==> src/rtl/pc_sequencer.sv <==
// Fetch-side PC unit: next-PC selection, interrupt/exception vectoring,
// EPC generation and retired-instruction counting.
module pc_sequencer #(
  parameter logic [31:0] RESET_VEC = 32'h8000_0000,
  parameter logic [31:0] IRQ_VEC   = 32'h8000_0004,
  parameter logic [31:0] EXC_VEC   = 32'h8000_0008
) (
  input  logic        clk,
  input  logic        reset,
  input  logic        stall,
  input  logic        is_branch,
  input  logic        branch_taken,
  input  logic        is_jump,
  input  logic        is_jr,
  input  logic        illegal_op,
  input  logic [15:0] imm16,
  input  logic [25:0] target26,
  input  logic [31:0] jr_addr,
  input  logic        irq,
  output logic [31:0] pc,
  output logic [31:0] pc_plus4,
  output logic        kernel,
  output logic [31:0] epc,
  output logic        epc_we,
  output logic        irq_ack,
  output logic [31:0] retired
);

  logic [31:0] pc_q, pc_d;
  logic [31:0] retired_q, retired_d;
  logic        irq_pending_q, irq_pending_d;

  logic [31:0] br_tgt;
  logic [31:0] j_tgt;
  logic [31:0] jr_tgt;
  logic        take_irq;
  logic        take_exc;

  assign pc       = pc_q;
  assign retired  = retired_q;
  assign kernel   = pc_q[31];
  assign pc_plus4 = pc_q + 32'd4;

  assign br_tgt = pc_plus4
                + {{14{imm16[15]}}, imm16, 2'b00};
  assign j_tgt  = {pc_plus4[31:28], target26, 2'b00};
  // jr can leave kernel but never enter it from user mode
  assign jr_tgt = {pc_q[31] & jr_addr[31], jr_addr[30:0]};

  assign take_irq = irq_pending_q & ~kernel & ~stall;
  assign take_exc = illegal_op & ~stall;

  assign epc_we  = take_exc | take_irq;
  assign irq_ack = take_irq & ~take_exc;
  assign epc     = take_exc ? pc_plus4 : pc_q;

  always_comb begin
    pc_d = pc_q;
    if (reset)
      pc_d = RESET_VEC;
    else if (stall)
      pc_d = pc_q;
    else if (take_exc)
      pc_d = EXC_VEC;
    else if (take_irq)
      pc_d = IRQ_VEC;
    else if (is_jr)
      pc_d = jr_tgt;
    else if (is_jump)
      pc_d = j_tgt;
    else if (is_branch & branch_taken)
      pc_d = br_tgt;
    else
      pc_d = pc_plus4;
  end

  always_comb begin
    irq_pending_d = irq_pending_q;
    if (reset)
      irq_pending_d = 1'b0;
    else if (irq)
      irq_pending_d = 1'b1;
    else if (irq_ack)
      irq_pending_d = 1'b0;
  end

  always_comb begin
    retired_d = retired_q;
    if (reset)
      retired_d = 32'd0;
    else if (~stall & ~take_irq)
      retired_d = retired_q + 32'd1;
  end

  always_ff @(posedge clk) begin
    pc_q          <= pc_d;
    irq_pending_q <= irq_pending_d;
    retired_q     <= retired_d;
  end

endmodule

==> config.mk <==
export PLATFORM = sky130hd
export DESIGN_NAME = pc_sequencer
export DESIGN_NICKNAME = d
export VERILOG_FILES = /design/src/rtl/pc_sequencer.sv
export SDC_FILE = /design/constraint.sdc
export NUM_CORES = 1
export LEC_CHECK = 0
export CORE_MARGIN = 2
export CORE_UTILIZATION = 50
export DETAILED_ROUTE_END_ITERATION = 16
export PLACE_DENSITY = 0.86
export REMOVE_ABC_BUFFERS = 1
export SYNTH_ARGS = -nofsm -noshare
export SYNTH_HDL_FRONTEND = slang
export SYNTH_SLANG_ARGS = --single-unit
export TNS_END_PERCENT = 1
==> constraint.sdc <==
create_clock -name clk -period 11.3 [get_ports clk]
set_input_delay 2.26 -clock clk [delete_from_list [all_inputs] [get_ports clk]]
set_output_delay 2.26 -clock clk [all_outputs]
set_load 0.01 [all_outputs]
==> reports/qor.txt <==
Initial DRC Count: 640
GRT busiest layer: met2
met1 GRT Util: 0.404
share of cells above drive strength 1: 0.0449
Mean Syn Cell Area: 7.39 um^2
Seq cells post-synth: 65
final setup margin: 4.45 ns
Worst Setup Start Kind: input port
leading area contributor after synthesis: dfxtp_1
met3 GRT Util: 0.0643
max-slew violation count: 0
area of the multi-input gates: 4270 um^2
setup violators final: 0
Hold WS: 0.495 ns
vias in the first global route: 6,490
Tot GR Track Use: 0.326
WP buf/inv: 3
Setup WS pre-CTS: 4.49 ns
Inst Count DP: 1,108
CTS tree: built
prevailing post-synth register cell: dfxtp_1
CTS Hold Buffers Added: 0
post-CTS setup buffers: 0
die extent in x: 112 um
worst slew pin tran: 1.06 ns
P_leak: 3.14 nW
Yosys cell types: 65
GPL Wtd Cong: 0.960
crit share post-route: 0.606
IO Port Bufs: 213
Clock Tree Buf Depth: 2
Max-Cap Viols: 0
f_max: 146 MHz
root buf cell: clkbuf_16
worst-path cell chain: clkdlybuf4s50_1 > buf_4 > nand2b_1 > nor3_1 > nand3_1 > xnor2_1 > clkdlybuf4s50_1
crit path max fanout: 26
combinational share of power: 0.277
Mapped Cells: 794
design area: 8320 um^2
FP Rows: 39
peak supply drop: 0.0795 mV
top cells by area, synth: dfxtp_1 22%, xnor2_1 9.7%, ha_1 7.5%
largest net degree at the start of global routing: 48
Crit path top cell by count: clkdlybuf4s50_1
Hold Crit Class: flop to flop
slowest stage delay, CP: 0.55 ns
core area: 11,400 um^2
Area Overhead vs Synth: 41.8%
fin nets: 1,095
Worst Path Class, Setup: input port to primary output
initial antenna violation count: 0
Post-CTS Resized: 0
count of non-filler cells in the finished layout: 1,124
slowest CP cell: clkdlybuf4s50_1
RSZ-0062 raised after global routing: false
Top delay family on crit path: buffers and inverters
Detailed Route WL: 21,300 um
die footprint: 12,600 um^2
Synth Cell Area: 5870 um^2
Post-synth ARST share: 0
area of placed instances: 8020 um^2
Antenna Cells: 0
critical path endpoint category: primary output
Hold Vio Cnt, Final: 0
DRC viols: 0
Avg Vias per Cell: 6.01
io pins: 214
grt ovf: 0
final total negative setup slack: 0 ns
Yosys warnings: 0
Internal: 0.000512 W
worst skew pair latency: 0.33 ns
Post-synth EDFFs: 0
via count: 6,756
first-pass GRT wire length: 33,300 um
DP HPWL: 15,800 um
Yosys top cell area share: 0.222
Pwr Density: 90.2 nW/um^2
switch share: 0.317
Initial DRT Pass Iterations: 7
Final Critical Period: 6.85 ns
Seq pwr share: 0.332
initial cell density of the core: 0.514
slew margin rel.: 0.289
Sw Pwr: 0.000238 W
critical path data arrival time: 4.59 ns
outcome: complete, no violations
power share of the clock group: 0.391
register area: 1300 um^2
htree depth: 3
Seq/Total Area, Yosys: 0.222
Num CTS Buffers: 9
Worst Clk Skew: 0.0102 ns
met2 Use GR: 0.563
Chip Height: 112 um
CP Data Required Time: 9.04 ns
clock-pin slew on the worst setup and hold paths: 0.06 ns
post-route ant nets: 0
Sink Count: 65
fill count: 937
DR WL/cell: 18.9 um
[layer usage]
layer	vias to the layer above	part of all wire	routed length [um]
met5	-	0	0
met4	0	0.031	651
met3	53	0.092	1950
met2	397	0.48	10200
met1	3102	0.40	8520
li1	3204	-	-
[layout make-up]
class	count	area share
well taps	143	0.0215
flip-flops and latches	65	0.156
repair buffers	222	0.264
clock buffers	9	0.0271
inverters	20	0.00902
multi-input cells	658	0.513
clock inverters	7	0.00932
[metrics by stage]
stage                     utilization  power [W]
after floorplan                     -   0.000355
after global placement          0.702   0.000456
after detailed placement        0.702   0.000457
after CTS                       0.729   0.000747
after global routing            0.729   0.000780
final                           0.729   0.000750
[kinds of logic after synthesis]
group / share of synthesized area
AOI/OAI and AO/OA: 0.242
xor gates and xnor gates: 0.158
adders and majority gates: 0.0781
buffers and inverters: 0.0508
DFF: 0.222
muxes: 0.00363
and+or+nand+nor: 0.246
[power by group through the flow]
stage               clock (W)  sequential [W]  combinational (W)
floorplan                   0        0.000253           0.000101
global placement            0        0.000254           0.000202
detailed placement          0        0.000254           0.000203
CTS                  0.000293        0.000249           0.000205
global route         0.000306        0.000250           0.000223
finish               0.000293        0.000249           0.000208
[worst paths after layout]
check                     start             endpoint  slack, ns  cells after the start
max                       stall               epc[9]       4.45                      7
min          pc[0]$_SDFFE_PP0P_   pc[0]$_SDFFE_PP0P_       0.49                      2
max reg2reg  pc[7]$_SDFFE_PP0N_  pc[25]$_SDFFE_PP0N_       6.67                     16
min reg2reg  pc[0]$_SDFFE_PP0P_   pc[0]$_SDFFE_PP0P_       0.49                      2
[sequential cells by signal (all words and copies together) (netlist names)]
signal,count
pc,32
retired,32
irq_pending_q,1
[Yosys cell counts (4+ instances only)]
| cell | count |
|---|---|
| nor2_1 | 91 |
| nand2_1 | 79 |
| dfxtp_1 | 65 |
| xnor2_1 | 65 |
| a21oi_1 | 52 |
| o21ai_0 | 52 |
| xor2_1 | 41 |
| clkbuf_1 | 40 |
| nand3_1 | 38 |
| ha_1 | 35 |
| inv_1 | 20 |
| nand4_1 | 20 |
| a21o_1 | 18 |
| a211oi_1 | 13 |
| nor3_1 | 13 |
| nand2b_1 | 12 |
| o211ai_1 | 12 |
| a22oi_1 | 10 |
| and3_1 | 9 |
| or3_1 | 8 |
| buf_4 | 6 |
| o221ai_1 | 5 |
| o22ai_1 | 5 |
| or2_2 | 5 |
| and2_1 | 4 |
| and4_1 | 4 |
| buf_2 | 4 |
| nor2b_1 | 4 |
| nor4_1 | 4 |
| o21bai_1 | 4 |
| o31ai_1 | 4 |
[tightest hold or removal path: stages, from the launching register on]
cell and delay (ns):
dfxtp_1 0.33, nand2_1 0.06, a21oi_1 0.05
[layout by cell type (no fill, tap or decap), types with 5 or more instances in the layout]
cell type	synthesis	routed
a22oi_1	10	10
clkbuf_16	0	9
nand3_1	38	38
or2_2	5	5
clkdlybuf4s50_1	0	212
o221ai_1	5	5
nand4_1	20	20
a21o_1	18	18
a21oi_1	52	52
nand2b_1	12	12
o211ai_1	12	12
and3_1	9	9
nand2_1	79	79
xnor2_1	65	65
ha_1	35	35
nor3_1	13	13
xor2_1	41	41
a211oi_1	13	13
buf_4	6	9
nor2_1	91	91
dfxtp_1	65	65
o22ai_1	5	5
or3_1	8	8
o21ai_0	52	52
inv_1	20	20
(Power assumes the default switching activity.)
